<file path="src/rtl/dma_chan_sched_if.sv">
// rtl/dma_chan_sched_if.sv - channel request, core handshake and gating signals of the DMA channel scheduler
interface dma_chan_sched_if #(
    parameter int NUM_CH = 4
);
    logic [NUM_CH-1:0]    ch_req;
    logic [NUM_CH*32-1:0] ch_src_addr;
    logic [NUM_CH*32-1:0] ch_dest_addr;
    logic [NUM_CH*32-1:0] ch_len;
    logic [NUM_CH-1:0]    ch_done;
    logic                 dma_start;
    logic [31:0]          dma_src_addr;
    logic [31:0]          dma_dest_addr;
    logic [31:0]          dma_transfer_len;
    logic                 dma_done;
    logic                 clk_en;
    logic                 power_on;
    logic                 busy;
    logic [2:0]           grant_id;

    modport slave (
        input  ch_req, ch_src_addr, ch_dest_addr, ch_len, dma_done,
        output ch_done, dma_start, dma_src_addr, dma_dest_addr, dma_transfer_len,
        output clk_en, power_on, busy, grant_id
    );

    modport master (
        output ch_req, ch_src_addr, ch_dest_addr, ch_len, dma_done,
        input  ch_done, dma_start, dma_src_addr, dma_dest_addr, dma_transfer_len,
        input  clk_en, power_on, busy, grant_id
    );
endinterface

</file>
<file path="src/rtl/dma_chan_sched.sv">
// rtl/dma_chan_sched.sv - round-robin DMA channel scheduler with core clock/power gating
module dma_chan_sched #(
    parameter int NUM_CH       = 4,
    parameter int CLK_IDLE_CYC = 50,
    parameter int PWR_IDLE_CYC = 200,
    parameter int PWR_UP_CYC   = 8
) (
    input  logic            clk,
    input  logic            rst_n,
    dma_chan_sched_if.slave bus
);
    localparam int CW = $clog2(PWR_IDLE_CYC + 1);

    typedef enum logic [2:0] {
        S_OFF, S_WAKE, S_IDLE, S_REARM, S_ARB, S_START, S_BUSY, S_DONE
    } state_t;

    state_t              state;
    logic [CW-1:0]       cnt;
    logic [CW-1:0]       cnt_inc;
    logic [2:0]          rr_q;
    logic [2:0]          grant_q;
    logic                busy_q;
    logic                power_on_q;
    logic                clk_en_q;
    logic                dma_start_q;
    logic [NUM_CH-1:0]   ch_done_q;
    logic [31:0]         src_q, dest_q, len_q;

    logic [7:0]          req_ext;
    logic [31:0]         src_a  [8];
    logic [31:0]         dest_a [8];
    logic [31:0]         len_a  [8];
    logic                win_found;
    logic [2:0]          win_idx;
    logic [3:0]          idx;
    logic                any_req;

    // Widen channel-indexed data to 8 entries so a 3-bit index is always in range.
    assign req_ext = 8'(bus.ch_req);
    for (genvar g = 0; g < 8; g++) begin : g_desc
        if (g < NUM_CH) begin : g_used
            assign src_a[g]  = bus.ch_src_addr[32*g +: 32];
            assign dest_a[g] = bus.ch_dest_addr[32*g +: 32];
            assign len_a[g]  = bus.ch_len[32*g +: 32];
        end else begin : g_unused
            assign src_a[g]  = '0;
            assign dest_a[g] = '0;
            assign len_a[g]  = '0;
        end
    end

    assign any_req = |bus.ch_req;
    assign cnt_inc = (&cnt) ? cnt : cnt + CW'(1);

    always_comb begin
        win_found = 1'b0;
        win_idx   = '0;
        idx       = '0;
        for (int i = 0; i < NUM_CH; i++) begin
            idx = {1'b0, rr_q} + 4'(i);
            if (idx >= 4'(NUM_CH)) idx = idx - 4'(NUM_CH);
            if (!win_found && req_ext[idx[2:0]]) begin
                win_found = 1'b1;
                win_idx   = idx[2:0];
            end
        end
    end

    always_ff @(posedge clk or negedge rst_n) begin
        if (!rst_n) begin
            state       <= S_OFF;
            cnt         <= '0;
            rr_q        <= '0;
            grant_q     <= '0;
            busy_q      <= 1'b0;
            power_on_q  <= 1'b0;
            clk_en_q    <= 1'b0;
            dma_start_q <= 1'b0;
            ch_done_q   <= '0;
            src_q       <= '0;
            dest_q      <= '0;
            len_q       <= '0;
        end else begin
            dma_start_q <= 1'b0;
            ch_done_q   <= '0;
            case (state)
                S_OFF: if (any_req) begin
                    state      <= S_WAKE;
                    cnt        <= '0;
                    power_on_q <= 1'b1;
                end
                S_WAKE: if (cnt == CW'(PWR_UP_CYC - 1)) begin
                    state    <= S_ARB;
                    clk_en_q <= 1'b1;
                end else begin
                    cnt <= cnt_inc;
                end
                S_IDLE: if (any_req) begin
                    if (clk_en_q) begin
                        state <= S_ARB;
                    end else begin
                        state    <= S_REARM;
                        clk_en_q <= 1'b1;
                    end
                end else if (cnt == CW'(PWR_IDLE_CYC - 1)) begin
                    state      <= S_OFF;
                    power_on_q <= 1'b0;
                    clk_en_q   <= 1'b0;
                end else begin
                    cnt      <= cnt_inc;
                    clk_en_q <= (cnt_inc < CW'(CLK_IDLE_CYC));
                end
                S_REARM: state <= S_ARB;
                S_ARB: if (win_found) begin
                    src_q   <= src_a[win_idx];
                    dest_q  <= dest_a[win_idx];
                    len_q   <= len_a[win_idx];
                    grant_q <= win_idx;
                    if (len_a[win_idx] == '0) begin
                        state     <= S_DONE;
                        ch_done_q <= NUM_CH'(1) << win_idx;
                        busy_q    <= 1'b0;
                    end else begin
                        state       <= S_START;
                        dma_start_q <= 1'b1;
                        busy_q      <= 1'b1;
                    end
                end else begin
                    state <= S_IDLE;
                    cnt   <= '0;
                end
                S_START: state <= S_BUSY;
                S_BUSY: if (bus.dma_done) begin
                    state     <= S_DONE;
                    ch_done_q <= NUM_CH'(1) << grant_q;
                    busy_q    <= 1'b0;
                end
                S_DONE: begin
                    rr_q <= (grant_q == 3'(NUM_CH - 1)) ? 3'd0 : grant_q + 3'd1;
                    if (any_req) begin
                        state <= S_ARB;
                    end else begin
                        state <= S_IDLE;
                        cnt   <= '0;
                    end
                end
                default: state <= S_OFF;
            endcase
        end
    end

    assign bus.ch_done          = ch_done_q;
    assign bus.dma_start        = dma_start_q;
    assign bus.dma_src_addr     = src_q;
    assign bus.dma_dest_addr    = dest_q;
    assign bus.dma_transfer_len = len_q;
    assign bus.clk_en           = clk_en_q;
    assign bus.power_on         = power_on_q;
    assign bus.busy             = busy_q;
    assign bus.grant_id         = grant_q;
endmodule
</file>
<file path="src/flat_wrapper.sv">
// flat-port wrapper written by rule: the top's interface ports become plain ports
module dma_chan_sched_flat 
#(
    parameter int NUM_CH       = 4,
    parameter int CLK_IDLE_CYC = 50,
    parameter int PWR_IDLE_CYC = 200,
    parameter int PWR_UP_CYC   = 8
)
  (clk, rst_n, bus_ch_req, bus_ch_src_addr, bus_ch_dest_addr, bus_ch_len, bus_dma_done, bus_ch_done, bus_dma_start, bus_dma_src_addr, bus_dma_dest_addr, bus_dma_transfer_len, bus_clk_en, bus_power_on, bus_busy, bus_grant_id);
  dma_chan_sched_if #(.NUM_CH(NUM_CH)) bus_i ();
  input  logic clk;
  input  logic rst_n;
  input wire logic [$bits(bus_i.ch_req)-1:0] bus_ch_req;
  input wire logic [$bits(bus_i.ch_src_addr)-1:0] bus_ch_src_addr;
  input wire logic [$bits(bus_i.ch_dest_addr)-1:0] bus_ch_dest_addr;
  input wire logic [$bits(bus_i.ch_len)-1:0] bus_ch_len;
  input wire logic [$bits(bus_i.dma_done)-1:0] bus_dma_done;
  output wire logic [$bits(bus_i.ch_done)-1:0] bus_ch_done;
  output wire logic [$bits(bus_i.dma_start)-1:0] bus_dma_start;
  output wire logic [$bits(bus_i.dma_src_addr)-1:0] bus_dma_src_addr;
  output wire logic [$bits(bus_i.dma_dest_addr)-1:0] bus_dma_dest_addr;
  output wire logic [$bits(bus_i.dma_transfer_len)-1:0] bus_dma_transfer_len;
  output wire logic [$bits(bus_i.clk_en)-1:0] bus_clk_en;
  output wire logic [$bits(bus_i.power_on)-1:0] bus_power_on;
  output wire logic [$bits(bus_i.busy)-1:0] bus_busy;
  output wire logic [$bits(bus_i.grant_id)-1:0] bus_grant_id;
  assign bus_i.ch_req = bus_ch_req;
  assign bus_i.ch_src_addr = bus_ch_src_addr;
  assign bus_i.ch_dest_addr = bus_ch_dest_addr;
  assign bus_i.ch_len = bus_ch_len;
  assign bus_i.dma_done = bus_dma_done;
  assign bus_ch_done = bus_i.ch_done;
  assign bus_dma_start = bus_i.dma_start;
  assign bus_dma_src_addr = bus_i.dma_src_addr;
  assign bus_dma_dest_addr = bus_i.dma_dest_addr;
  assign bus_dma_transfer_len = bus_i.dma_transfer_len;
  assign bus_clk_en = bus_i.clk_en;
  assign bus_power_on = bus_i.power_on;
  assign bus_busy = bus_i.busy;
  assign bus_grant_id = bus_i.grant_id;
  dma_chan_sched #(.NUM_CH(NUM_CH), .CLK_IDLE_CYC(CLK_IDLE_CYC), .PWR_IDLE_CYC(PWR_IDLE_CYC), .PWR_UP_CYC(PWR_UP_CYC)) u_core (.clk(clk), .rst_n(rst_n), .bus(bus_i));
endmodule
</file>
<file path="config.mk">
export PLATFORM = sky130hd
export DESIGN_NAME = dma_chan_sched_flat
export DESIGN_NICKNAME = d
export VERILOG_FILES = /design/src/rtl/dma_chan_sched_if.sv /design/src/rtl/dma_chan_sched.sv /design/src/flat_wrapper.sv
export SDC_FILE = /design/constraint.sdc
export NUM_CORES = 1
export LEC_CHECK = 0
export ABC_AREA = 1
export ABC_CLOCK_PERIOD_IN_PS = 7800
export CAP_MARGIN = 10
export CELL_PAD_IN_SITES_DETAIL_PLACEMENT = 0
export CELL_PAD_IN_SITES_GLOBAL_PLACEMENT = 1
export CORE_AREA = 2 2 196 198
export CTS_BUF_LIST = sky130_fd_sc_hd__clkbuf_4
export CTS_CLUSTER_SIZE = 24
export DETAILED_ROUTE_END_ITERATION = 8
export DIE_AREA = 0 0 198 200
export HOLD_SLACK_MARGIN = 0.06
export PLACE_DENSITY = 0.81
export SLEW_MARGIN = 30
export SYNTH_ARGS = -nofsm -noshare
export SYNTH_HDL_FRONTEND = slang
export SYNTH_SLANG_ARGS = --single-unit
export TNS_END_PERCENT = 10
</file>
<file path="constraint.sdc">
create_clock -name clk -period 7.8 [get_ports clk]
set_clock_uncertainty 0.15 [all_clocks]
set_input_delay 1.95 -clock clk [delete_from_list [all_inputs] [get_ports clk]]
set_output_delay 1.95 -clock clk [all_outputs]
set_load 0.03 [all_outputs]
</file>
# After elaboration in Yosys (flattened, before gate mapping)
# Index checks and enable logic that the tools add are counted.
# W data, S select, Z words.
# totals
latch_bits	0
in_bits	391
wordCells	141
ramBits	0
n_memories	0
reg_bits	121
out_inout_bits	107
romBits	0
# classes
n_reduce_logical	20
shift	2
n_bitwise	1
div_mod_pow	0
n_lt_le_gt_ge	10
multipliers	0
muxes	66
add_sub_neg	9
n_eq_ne	21
# ops
op	n
$bmux W32 S3	3
$mux W32	6
$mux W8	7
$mux W3	17
$pmux W8 S5	1
$logic_not A32 Y1	1
$pmux W3 S8	1
$mux W1	19
$lt A3 B4 Y1 const B	4
$bmux W1 S3	4
$eq A3 B3 Y1 const B	4
$ge A4 B3 Y1 const B	3
$mux W4	3
$ne A2 B2 Y1 const B	6
$sub A3 B3 Y3 const B	4
$eq A3 B2 Y1 const B	3
$add A3 B2 Y4 const B	2
$add A8 B1 Y8 const B	1
$eq A8 B3 Y1 const B	1
$eq A8 B8 Y1 const B	1
$lt A8 B6 Y1 const B	1
$ne A2 B1 Y1 const B	4
$pmux W4 S2	1
$reduce_and A4 Y1	2
20 further kinds	30

# Logic depth before layout (Yosys ltp)
# Gate-level depths: netlist of run 1.
# depth
depth_word	22
mapped_depth	25
ltp_nobuf	23

# Least setup slack after synthesis of run 1
# No wires, ideal clock.
# synth_path
kind	input to register
startpoint	input port bus_ch_req[3]
endpoint	register u_core.state[1]
arrival_ns	3.703
cell_stages	21
setup_slack_ns	3.882
required_time_ns	7.584
path_cell_list	inv_1 nand2_1 nand3_1 nand2_1 inv_2 nand4_1 or2_1 nand2_4 inv_2 buf_4 nand2_1 nand2_1 nor2_1 nand2_1 nor2_1 nand2_1 nor2_4 nand2_1 nand2_1 nand2_1 nand2_1
# synth_between
elab_chain_len	20
# synth_rtl
item	line_no	rtl
from (decl)	flat_wrapper.sv:13	input wire logic [$bits(bus_i.ch_req)-1:0] bus_ch_req;
$bmux W1 S3	dma_chan_sched.sv:63	if (!win_found && req_ext[idx[2:0]]) begin
$mux W1 (implied by the code)	dma_chan_sched.sv:63	
$mux W1	dma_chan_sched.sv:63	
$logic_not A1 Y1	dma_chan_sched.sv:63	
$logic_and A1 B1 Y1	dma_chan_sched.sv:63	
$mux W1	dma_chan_sched.sv:63	
$logic_not A1 Y1	dma_chan_sched.sv:63	
$logic_and A1 B1 Y1	dma_chan_sched.sv:63	
(+3 left out)	--	
$mux W3	dma_chan_sched.sv:63	
$not A3 Y4 (implied by the code)	dma_chan_sched.sv:120	if (len_a[win_idx] == '0) begin
$bmux W32 S3	dma_chan_sched.sv:120	
$mux W32 (implied by the code) (2 in a row)	dma_chan_sched.sv:120	
$logic_not A32 Y1	dma_chan_sched.sv:120	
$mux W2	dma_chan_sched.sv:120	
$mux W3	dma_chan_sched.sv:115	S_ARB: if (win_found) begin
$pmux W3 S8	dma_chan_sched.sv:87	case (state)
to (signal assigned)	dma_chan_sched.sv:89	state <= S_WAKE;
to (signal assigned)	dma_chan_sched.sv:114	S_REARM: state <= S_ARB;
to (signal assigned)	dma_chan_sched.sv:121	state <= S_DONE;
to (decl)	dma_chan_sched.sv:18	state_t state;
# Several ways; a longest one is shown, not always the timed one. The select of a mux whose other input is x is not followed.
# A chain may end at the register's enable or synchronous reset.

# Final worst setup path of run 1
# layout_path
startpoint	input port bus_ch_req[0]
endpoint	register u_core.dest_q[25] (netlist: u_core.bus.dma_dest_addr[25])
# layout_between
elab_chain_len	16
# layout_rtl
item	line_no	rtl
$bmux W1 S3	dma_chan_sched.sv:63	
$mux W1 (implied by the code)	dma_chan_sched.sv:63	
$mux W1	dma_chan_sched.sv:63	
$logic_not A1 Y1	dma_chan_sched.sv:63	
$logic_and A1 B1 Y1	dma_chan_sched.sv:63	
$mux W1	dma_chan_sched.sv:63	
$logic_not A1 Y1	dma_chan_sched.sv:63	
$logic_and A1 B1 Y1	dma_chan_sched.sv:63	
$mux W1	dma_chan_sched.sv:63	
$logic_not A1 Y1	dma_chan_sched.sv:63	
$logic_and A1 B1 Y1	dma_chan_sched.sv:63	
$mux W3	dma_chan_sched.sv:63	
$not A3 Y4 (implied by the code)	dma_chan_sched.sv:117	dest_q <= dest_a[win_idx];
$bmux W32 S3	dma_chan_sched.sv:117	
$mux W32 (implied by the code) (2 in a row)	dma_chan_sched.sv:117	
to (signal assigned)	dma_chan_sched.sv:117	
to (decl)	dma_chan_sched.sv:28	logic [31:0] src_q, dest_q, len_q;
# Several ways; a longest one is shown, not always the timed one. The select of a mux whose other input is x is not followed.

==> results of run 1 <==
power breakdown:
part           internal, mW  switching [mW]
Combinational          1.70            3.39
Clock                 0.358           0.293
Sequential            0.939           0.198
Total                  3.00            3.88
how the worst max path moves through the flow:
stage | end | slack [ns] | startpoint | depth (start not counted)
after floorplan | u_core.state[1]$_DFFE_PN0P_ | 3.88 | bus_ch_req[3] | 21
after global placement | u_core.state[1]$_DFFE_PN0P_ | 1.32 | bus_ch_req[2] | 21
after detailed placement | u_core.state[1]$_DFFE_PN0P_ | 1.24 | bus_ch_req[0] | 21
after CTS | u_core.state[1]$_DFFE_PN0P_ | 1.94 | bus_ch_req[0] | 21
after global routing | u_core.state[1]$_DFFE_PN0P_ | 1.62 | bus_ch_req[2] | 21
final | u_core.bus.dma_dest_addr[25]$_DFFE_PN0P_ | 1.92 | bus_ch_req[0] | 12
logic make-up after synthesis:
family | share of synthesized area, %
AND/OR/NAND/NOR | 34.85
adder cells (fa/ha/maj) | 1.112
AO/OA/AOI/OAI | 18.23
XOR/XNOR | 0.2225
flip-flops | 38.46
buffers and inverters | 7.135
synth_stat cells (all sizes together):
library cell,number
a22oi,79
or2,1
clkbuf,25
nand4,60
nor2,136
a31oi,54
nand2,431
nand3,20
xor2,2
dfrtp,121
a21oi,10
nor3,12
o21ai,19
a41oi,34
o22ai,6
nor4,4
inv,42
o211ai,2
buf,55
ha,7
stage by stage:
step | cells | cell area, µm² | hold slack, ns | worst slack [ns]
3_5_place_dp | 2057 | 13200 | 0.3229 | 1.244
3_3_place_gp | 2057 | 13200 | 0.3146 | 1.316
2_1_floorplan | 1120 | 7874 | 0.3831 | 3.882
4_1_cts | 2089 | 13600 | 0.3558 | 1.939
6_report | 2092 | 13610 | 0.3507 | 1.921
5_1_grt | 2091 | 13610 | 0.3865 | 1.618
cell type report:
cell class              count  area [µm²]  share of cell area (%)
clock buffers              18       135.1                  0.9926
flip-flops and latches    121        3028                   22.24
multi-input cells         877        4314                   31.69
repair buffers            506        5060                   37.17
well taps                 511       639.4                   4.697
diodes                      3       7.507                 0.05515
inverters                  42       162.7                   1.195
clock inverters            14       266.5                   1.958
flip-flops by register name, summed over array words and instances, names as in the netlist:
name and cells:
u_core.bus.busy 1, u_core.bus.ch_done 4, u_core.bus.clk_en 1, u_core.bus.dma_dest_addr 32, u_core.bus.dma_src_addr 32, u_core.bus.dma_start 1
u_core.bus.dma_transfer_len 32, u_core.bus.grant_id 3, u_core.bus.power_on 1, u_core.cnt 8, u_core.rr_q 3, u_core.state 3
metal layers:
metal | vias up | wire length (µm)
li1 | 4743 | -
met1 | 4520 | 15640
met2 | 450 | 19780
met3 | 58 | 3394
met4 | 6 | 1221
met5 | - | 36
worst max-delay path: cells and delay by family:
family / cells / cell delay [ns]
simple gates: 6 / 1.91
compound gates: 3 / 0.64
buf+inv: 3 / 1.59
==> impl_metrics.ini, run 1 <==
[outcome]
status = finished clean

[routing]
wl_per_cell_um = 19.16
drt_iter0_markers = 552
vias_per_cell = 4.674
totalWireLength_mm = 40.07
vias = 9777
postRouteAntennaNets = 0
drc = 0
first_pass_iters = 5

[flow_run]
cap_violations = 0

[layout]
drive_gt1_share_pct = 3.866
final_common_cell = clkdlybuf4s50_1
nNetsFinal = 1963
nFillCells = 3892
layout_common_cells = 496 x clkdlybuf4s50_1, 428 x nand2_1, 131 x nor2_1
synthToLayoutAreaGrowth_pct = 72.89
postLayoutCoreUtil_pct = 36.40

[worst_hold_path]
holdPathStages = 2
holdPathEnd = u_core.bus.dma_dest_addr[3]$_DFFE_PN0P_
min-delay-start = u_core.bus.dma_dest_addr[3]$_DFFE_PN0P_
hold_class = flip-flop to flip-flop

[global_route]
busiest_layer = met2
grt_overflow = 0
grt_pass1_wl_mm = 58.77
met2_usage_pct = 33.84
use_met3_pct = 5.477
track_usage_pct = 19.73
antenna_found_initial = 5
met1_usage_pct = 23.33
grt_max_degree = 194
grt_pass1_vias = 9851

[critical_path]
worstPathMaxFanout = 69
arrival_ns = 6.22
crit_type = input pin to flip-flop
reg2reg_setup_slack_ns = 2.77
setup.worst_path.start_class = input pin
reg2reg_from = u_core.rr_q[0]$_DFFE_PN0P_
reg2reg_depth = 13
critical_path_required_ns = 8.14
timing.rr.end = u_core.bus.dma_dest_addr[25]$_DFFE_PN0P_
crit_path_max_incr_delay_ns = 0.85
path_cells = clkdlybuf4s50_1, nand2_1, nand3_1, nand3_2, a21oi_1, nand2_2, nand3_4, inv_2, nor2_4, buf_4, a22oi_1, a31oi_1
critPathSlowestCell = nand3_4
end_kind = flip-flop

[timing]
slew_violations = 0
relSlewSlack_pct = 20.96
rsz0062_at_grt = false
setup-violations-final = 0
setup-tns-final_ns = 0
final-hold-violation-count = 0
fmax_mhz = 170.1
period_share_pct = 75.37
finalCriticalPeriod_ns = 5.879
worst_slew_pin_slew_ns = 1.186

[place]
gp_congestion = 0.8808
port_buffers = 497
dp_hpwl_mm = 30.20

[clocking]
clkTransAtPathRegs_ns = 0.11
cts_root_buf = clkbuf_4
clockBufferDepth = 2
cts_setup_buffers = 0
h-tree-depth = 4
cts_buffers = 17
cts_tree = done
cts_num_sinks = 121
worstSkewPairLatency_ns = 0.60
postCtsHoldBufs = 0
cts_resized = 0

[synthesis]
netlist_area_um2 = 7874
yosysSeqAreaShare_pct = 38.46
synth-seq-cells = 121
synth.avg_cell_area_um2 = 7.030
syn-num-nets = 1518
synth_warnings = 0
netlist_top_cells_area = dfrtp_1 38%, nand2_1 20%, a22oi_1 7.5%
yosysTopAreaCellShare_pct = 38.46
syn_inst = 1120
synth_area_leader_cell = dfrtp_1
synth_cell_types = 34

[floorplan]
start_util_pct = 21.05
die_w_um = 198
dieArea_um2 = 39600
core.rowCount = 71
ios = 498
die_h_um = 200
core_um2 = 37400

[power]
power_density_nw_per_um2 = 505.3
leakage_nw = 5.606
ir_drop_mv = 0.3239
power.total_mw = 6.879
Power figures use the tool's default switching activity.
==> run 2: changes to the inputs <==
ABC_CLOCK_PERIOD_IN_PS = 5550   (was 7800)
CORE_AREA = 2 2 192 194   (was 2 2 196 198)
DIE_AREA = 0 0 194 196   (was 0 0 198 200)
PLACE_DENSITY = 0.84   (was 0.81)
clock period = 5.55 ns   (was 7.8 ns; I/O delays follow)
==> run 2 against run 1 <==
Net effect:
- via count is 0.46% higher
- sequential cell count did not move
- first-iteration DRC count shrank 15%
- register-to-register slack worse by 1.4 ns
- critical path type unchanged
- utilization increased by 1.1 points
- final area is 0.50% lower
- setup slack worse by 0.72 ns
- critical path depth is 1 higher
==> impl_metrics.ini, run 2 (synthesis results as in run 1) <==
[global_route]
grt_overflow = 0
grt_max_degree = 118
track_usage_pct = 19.91
antenna_found_initial = 6
grt_pass1_vias = 9592
grt_pass1_wl_mm = 58.13

[layout]
drive_gt1_share_pct = 4.227
layout_common_cells = 496 x clkdlybuf4s50_1, 428 x nand2_1, 131 x nor2_1
fin_cells = 2057
final_common_cell = clkdlybuf4s50_1
synthToLayoutAreaGrowth_pct = 72.03
nNetsFinal = 1971
fin_area_um2 = 13550
postLayoutCoreUtil_pct = 37.54

[timing]
finalCriticalPeriod_ns = 4.350
finalWorstSetupSlack_ns = 1.200
final-hold-violation-count = 0
hold_slack_ns = 0.3436
setup-violations-final = 0
relSlewSlack_pct = 43.96
slew_violations = 0
setup-tns-final_ns = 0
rsz0062_at_grt = false
fmax_mhz = 229.9
worst_slew_pin_slew_ns = 0.8406
period_share_pct = 78.37

[routing]
vias = 9822
postRouteAntennaNets = 0
drt_iter0_markers = 469
wl_per_cell_um = 19.10
vias_per_cell = 4.775
first_pass_iters = 5
totalWireLength_mm = 39.29
drc = 0

[critical_path]
timing.rr.end = u_core.bus.dma_dest_addr[19]$_DFFE_PN0P_
reg2reg_depth = 13
critical_path_required_ns = 5.88
cp_top_family = simple AND/OR/NAND/NOR gates
crit_path_max_incr_delay_ns = 0.50
end_kind = flip-flop
crit_type = input pin to flip-flop
critPathLaunch = bus_ch_req[2]
arrival_ns = 4.68
worstPathMaxFanout = 34
path_buf_inv = 4
crit_path_end = u_core.bus.dma_dest_addr[19]$_DFFE_PN0P_
critPathSlowestCell = clkdlybuf4s50_1
reg2reg_setup_slack_ns = 1.42
setup.worst_path.start_class = input pin
path_cells = clkdlybuf4s50_1, nand2_1, nand3_1, nand3_1, inv_1, nand4_1, or2_1, nand2_4, inv_2, nor2_4, buf_4, nand2_1, a41oi_1
critical_path_depth = 13
reg2reg_from = u_core.rr_q[0]$_DFFE_PN0P_

[floorplan]
core_um2 = 36080
ios = 498
die_h_um = 196
dieArea_um2 = 38020
start_util_pct = 21.82
core.rowCount = 70
die_w_um = 194

[outcome]
status = finished clean

[clocking]
worstSkewPairLatency_ns = 0.59
cts_root_buf = clkbuf_4
h-tree-depth = 4
cts_buffers = 17
clkTransAtPathRegs_ns = 0.11
cts_resized = 0
cts_tree = done
postCtsHoldBufs = 0
cts_setup_buffers = 0
cts_num_sinks = 121
clockBufferDepth = 2

[place]
dpl_cell_area_um2 = 13220
pre_cts_ws_ns = 0.5977
placed_cells = 2022
dp_hpwl_mm = 30.36
port_buffers = 497
gp_congestion = 0.8756

[power]
ir_drop_mv = 0.4258
power_density_nw_per_um2 = 708.9
leakage_nw = 5.608
power.total_mw = 9.602

[worst_hold_path]
hold_class = flip-flop to flip-flop

[flow_run]
cap_violations = 0
run 2: cell count changes in the layout (fill, tap and decap cells not counted):
cell	before	now
buf_6	2	0
clkbuf_4	18	22
buf_4	7	15
bufinv_16	7	4
buf_12	1	2
clkinvlp_4	1	2
clkinv_2	1	2
clkbuf_8	0	1
diode_2	3	4
inv_6	4	1
clkinv_4	2	0
clkinv_1	0	1
run 2: cell type report:
class                      count  area, µm²
sequential                   121       3028
multi-input combinational    877       4314
clock buffer                  22      165.2
antenna                        4      10.01
tap                          468      585.6
inverter                      42      162.7
clock inverter                 9      148.9
fill                        3799      22540
timing repair buffer         514       5131
run 2: power by group:
| part | total (mW) | switching, mW | internal, mW |
|---|---|---|---|
| clock network | 0.748 | 0.371 | 0.377 |
| registers | 1.60 | 0.283 | 1.32 |
| logic | 7.25 | 4.80 | 2.45 |
run 2: routing by layer:
layer,routed length (µm),vias up,GRT usage (%)
met3,3029,61,6.309
li1,-,4757,-
met4,1336,4,8.586
met5,27,-,0
met1,15430,4601,23.20
met2,19470,399,33.66
run 2: worst register-to-register path, cell delays in order (launching register included):
cell and delay, ns:
dfrtp_1 0.63, inv_6 0.09, ha_1 0.36, inv_1 0.13
nand3_1 0.14, nand3_2 0.13, nand4_1 0.12, or2_1 0.26
nand2_4 0.27, inv_2 0.36, nor2_4 0.52, buf_4 0.46
nand2_1 0.14, a41oi_1 0.25
run 2: worst min-delay path by stage:
stage	end	depth (start not counted)	slack [ns]	from
after floorplan	u_core.cnt[0]$_DFFE_PN0P_	2	0.38	u_core.cnt[0]$_DFFE_PN0P_
after global placement	u_core.bus.dma_src_addr[9]$_DFFE_PN0P_	2	0.31	u_core.bus.dma_src_addr[9]$_DFFE_PN0P_
after detailed placement	u_core.bus.dma_src_addr[5]$_DFFE_PN0P_	2	0.31	u_core.bus.dma_src_addr[5]$_DFFE_PN0P_
after CTS	u_core.bus.dma_dest_addr[3]$_DFFE_PN0P_	2	0.35	u_core.bus.dma_dest_addr[3]$_DFFE_PN0P_
after global routing	u_core.bus.dma_src_addr[18]$_DFFE_PN0P_	2	0.37	u_core.bus.dma_src_addr[18]$_DFFE_PN0P_
final	u_core.bus.dma_dest_addr[21]$_DFFE_PN0P_	2	0.34	u_core.bus.dma_dest_addr[21]$_DFFE_PN0P_
==> run 3: changes to the inputs <==
ABC_CLOCK_PERIOD_IN_PS = 3800   (was 5550)
CORE_AREA = 2 2 194 196   (was 2 2 192 194)
DIE_AREA = 0 0 196 198   (was 0 0 194 196)
PLACE_DENSITY = 0.86   (was 0.84)
clock period = 3.8 ns   (was 5.55 ns; I/O delays follow)
==> run 3 against run 2 <==
Net effect:
- hold slack got worse by 0.16 ns
- sequential share of layout area down 1.4 points
- routed wire length grew 3.6%
- via count grew 4.0%
- first-iteration DRC count is 28% higher
- largest cell class unchanged
==> impl_metrics.ini, run 3 (synthesis results as in run 1) <==
[outcome]
status = finished clean

[floorplan]
die_w_um = 196
ios = 498
dieArea_um2 = 38810
core_um2 = 36960
core.rowCount = 71
die_h_um = 198
start_util_pct = 21.31

[clocking]
clkTransAtPathRegs_ns = 0.13
cts_tree = done
cts_setup_buffers = 0
h-tree-depth = 4
cts_buffers = 17
cts_num_sinks = 121
clockBufferDepth = 2
cts_root_buf = clkbuf_4
worstSkewPairLatency_ns = 0.55

[layout]
fin_cells = 2157
layout_common_cells = 496 x clkdlybuf4s50_1, 428 x nand2_1, 131 x nor2_1
final_common_cell = clkdlybuf4s50_1
drive_gt1_share_pct = 9.595
nNetsFinal = 2063
postLayoutCoreUtil_pct = 39.17
synthToLayoutAreaGrowth_pct = 83.82

[worst_hold_path]
hold_class = input pin to async pin

[critical_path]
worstPathMaxFanout = 24
timing.rr.end = u_core.state[1]$_DFFE_PN0P_
reg2reg_depth = 22
crit_type = flip-flop to flip-flop
critical_path_required_ns = 4.14
reg2reg_setup_slack_ns = 0.36
setup.worst_path.start_class = flip-flop
arrival_ns = 3.78
reg2reg_from = u_core.rr_q[1]$_DFFE_PN0P_
end_kind = flip-flop

[timing]
period_share_pct = 90.49
finalCriticalPeriod_ns = 3.438
setup-tns-final_ns = 0
worst_slew_pin_slew_ns = 0.7642
hold_slack_ns = 0.1849
relSlewSlack_pct = 48.93
fmax_mhz = 290.8
setup-violations-final = 0
slew_violations = 0
rsz0062_at_grt = false
final-hold-violation-count = 0

[global_route]
grt_overflow = 0
grt_max_degree = 60
antenna_found_initial = 6
grt_pass1_vias = 10110
track_usage_pct = 20.27
grt_pass1_wl_mm = 59.56

[place]
dp_hpwl_mm = 32.49
placed_cells = 2120
gp_congestion = 0.8828
port_buffers = 497

[routing]
drt_iter0_markers = 600
vias = 10220
first_pass_iters = 5
vias_per_cell = 4.737
drc = 0
postRouteAntennaNets = 0
totalWireLength_mm = 40.69
wl_per_cell_um = 18.87

[flow_run]
cap_violations = 0

[power]
leakage_nw = 6.115
ir_drop_mv = 0.4767
power_density_nw_per_um2 = 1114
power.total_mw = 16.13
## run 3: changes by cell type in the layout (fill, tap and decap cells not counted), moves of 2 or more
cell,previous run,this run
buf_12,2,21
buf_4,15,87
buf_6,0,2
clkbuf_4,22,20
clkinv_2,2,4
## run 3: layer usage
metal	track usage (%)	share of wire [%]	vias to the layer above
met2	34.93	49	445
met5	0	0.032	-
met3	5.076	7.5	51
met4	8.586	3.2	2
li1	-	-	4951
met1	24.01	41	4768
## run 3: worst max-delay path, cell delays in order (launching register included)
cell and delay [ns]:
dfrtp_1 0.44, inv_1 0.17, ha_1 0.39, inv_1 0.10
nand3_1 0.13, inv_1 0.05, nor2_1 0.18, nand3_1 0.10
nand4_1 0.14, nand2_4 0.08, buf_4 0.24, buf_4 0.18
nand2_1 0.09, nand2_1 0.06, nor2_1 0.10, nand2_1 0.08
nor2_1 0.15, nand2_1 0.11, nor2_4 0.23, nand2_1 0.08
nand2_1 0.06, nand2_1 0.05, nand2_1 0.05
## run 3: timing repair
action                                  in CTS  in global routing
gates resized for setup                      0                  3
hold buffers                                 0                  0
endpoints found under the setup margin       0                  2
endpoints found under the hold margin        0                  0
## run 3: cell type report
type,count,area [µm²]
fillers,3798,22480
repair buffers,606,6061
multi-input cells,877,4314
flip-flops and latches,121,3028
well taps,474,593.1
inverters,42,165.2
clock buffers,20,150.1
clock inverters,12,150.1
diodes,5,12.51
## run 3: how the worst max path moves through the flow
stage / from / end / slack, ns / depth (start not counted)
global placement: bus_ch_req[3] / u_core.state[1]$_DFFE_PN0P_ / -0.16 / 22
global route: u_core.rr_q[1]$_DFFE_PN0P_ / u_core.state[1]$_DFFE_PN0P_ / 0.03 / 22
floorplan: bus_ch_req[3] / u_core.state[1]$_DFFE_PN0P_ / 0.88 / 21
CTS: u_core.rr_q[1]$_DFFE_PN0P_ / u_core.state[1]$_DFFE_PN0P_ / 0.29 / 21
detailed placement: bus_ch_req[3] / u_core.state[1]$_DFFE_PN0P_ / -0.16 / 22
finish: u_core.rr_q[1]$_DFFE_PN0P_ / u_core.state[1]$_DFFE_PN0P_ / 0.36 / 22
## run 3: per-stage QoR
step | cell area, µm² | setup slack, ns
after floorplan | 7874 | 0.8816
after global placement | 14150 | -0.1621
after detailed placement | 14150 | -0.1643
after CTS | 14460 | 0.2870
after global routing | 14470 | 0.03263
final | 14470 | 0.3615
## run 3: report_power, final
part	total [mW]	switching (mW)	internal, mW
combinational	12.8	7.48	5.28
clock	1.04	0.561	0.476
sequential	2.34	0.414	1.93
==> RTL edit (flow settings as in run 2) <==
`NUM_CH` is set to 4 in 3 places; all go to 3.
--- a/src/rtl/dma_chan_sched_if.sv
+++ b/src/rtl/dma_chan_sched_if.sv
@@ -1,5 +1,5 @@
 // rtl/dma_chan_sched_if.sv - channel request, core handshake and gating signals of the DMA channel scheduler
 interface dma_chan_sched_if #(
-    parameter int NUM_CH = 4
+    parameter int NUM_CH = 3
 );
     logic [NUM_CH-1:0]    ch_req;
--- a/src/rtl/dma_chan_sched.sv
+++ b/src/rtl/dma_chan_sched.sv
@@ -1,5 +1,5 @@
 // rtl/dma_chan_sched.sv - round-robin DMA channel scheduler with core clock/power gating
 module dma_chan_sched #(
-    parameter int NUM_CH       = 4,
+    parameter int NUM_CH       = 3,
     parameter int CLK_IDLE_CYC = 50,
     parameter int PWR_IDLE_CYC = 200,
--- a/src/flat_wrapper.sv
+++ b/src/flat_wrapper.sv
@@ -2,5 +2,5 @@
 module dma_chan_sched_flat 
 #(
-    parameter int NUM_CH       = 4,
+    parameter int NUM_CH       = 3,
     parameter int CLK_IDLE_CYC = 50,
     parameter int PWR_IDLE_CYC = 200,
Interface: changed (5 resized); port bits go from 498 to 400. No check against the original RTL was run, so the function may have changed too.
==> RTL edit against run 2 <==
Area after synthesis decreased by 6.0%. Design area decreased by 9.6%. Power decreased by 0.47%. Sequential share of layout area increased by 2.2 points. Hold slack improved by 19 ps. Register-to-register slack improved by 260 ps. Count of clock-buffer cells in the layout decreased by 3. Setup slack improved by 480 ps. Sequential cell count decreased by 1. Non-clock buffer count decreased by 99. Routed wire length decreased by 15%. Cell count decreased by 8.0%. Largest cell class unchanged.
==> RTL edit: results (changes against run 2) <==
status: "completed"  # unchanged
wl_met3_mm: 2.108  # was 3.029 mm
synth_nets: 1338  # was 1518
use_met2_pct: 29.08  # was 33.66%
hpwl_mm: 25.95  # was 30.36 mm
grt_pass1_wl_mm: 49.27  # was 58.13 mm
post_dp_cell_area_sq_um: 11870  # was 13220 sq um
clkLatencyLatePin_ps: 540  # was 590 ps
cpMaxStageDelayCell: "inv_2"  # was clkdlybuf4s50_1
fin_nets: 1712  # was 1971
synth_common_cells: "279 x nand2_1, 145 x nor2_1, 120 x dfrtp_1"  # was 428 x nand2_1, 135 x nor2_1, 121 x dfrtp_1
drive_above_1_share_pct: 5.837  # was 4.227%
port_buffers: 399  # was 497
yosysSeqAreaShare_pct: 40.58  # was 38.46%
track_usage_pct: 16.94  # was 19.91%
fillers: 3878  # was 3799
worstMarginPinSlew_ps: 778.1  # was 840.6 ps
p_leak_nw: 5.111  # was 5.608 nW
pre_cts_slack_ps: 1149  # was 597.7 ps
drt_pass1_iterations: 4  # was 5
gp_congestion: 0.8346  # was 0.8756
viasPerCell: 4.547  # was 4.775
antenna_found_initial: 4  # was 6
grt_use_met1_pct: 19.47  # was 23.20%
dpl.cell_count: 1858  # was 2022
cp.arrival_ps: 4150  # was 4680 ps
power.switching_mw: 5.409  # was 5.456 mW
-- RTL edit: logic make-up (layout without fill, tap and decap cells) --
group / Yosys count / after routing / synth area share (%)
buf+inv: 142 / 529 / 7.896
other cells: 0 / 3 / 0
simple gates: 557 / 557 / 32.11
xor+xnor: 6 / 6 / 0.7102
fa+ha+maj: 9 / 9 / 1.522
mux: 1 / 1 / 0.1353
flops: 120 / 120 / 40.58
compound gates: 200 / 200 / 17.04
-- RTL edit: path summary, 6_finish.rpt --
kind / from / to / slack, ps / depth (start not counted)
max in group asynchronous: rst_n / u_core.bus.dma_transfer_len[17] / 3660 / 2
min: u_core.cnt[0] / u_core.cnt[0] / 360 / 1
min in group asynchronous: rst_n / u_core.bus.dma_src_addr[6] / 620 / 1
max: u_core.rr_q[0] / u_core.state[1] / 1680 / 25
min reg2reg: u_core.cnt[0] / u_core.cnt[0] / 360 / 1
max reg2reg: u_core.rr_q[0] / u_core.state[1] / 1680 / 25
-- RTL edit: worst max-delay path, delay by kind of cell, from the launching register on --
| kind | cells | cell delay [ps] |
|---|---|---|
| fa+ha+maj | 2 | 630 |
| flops | 1 | 520 |
| buf+inv | 3 | 670 |
| simple gates | 20 | 1720 |
-- RTL edit: power by group through the flow --
| stage | clock network [mW] | logic, mW | registers (mW) |
|---|---|---|---|
| after floorplan | 0 | 4.10 | 2.25 |
| after CTS | 0.882 | 7.23 | 1.58 |
| after detailed placement | 0 | 7.21 | 1.60 |
| final | 0.845 | 7.13 | 1.58 |
| after global placement | 0 | 7.12 | 1.59 |
| after global routing | 0.925 | 7.90 | 1.63 |
-- RTL edit: cell type report --
cell class,instances,area share (%)
repair buffers,415,33.81
multi-input cells,773,31.29
flip-flops and latches,120,24.52
well taps,468,4.781
inverters,82,2.524
clock inverters,13,1.849
clock buffers,19,1.165
diodes,3,0.06130
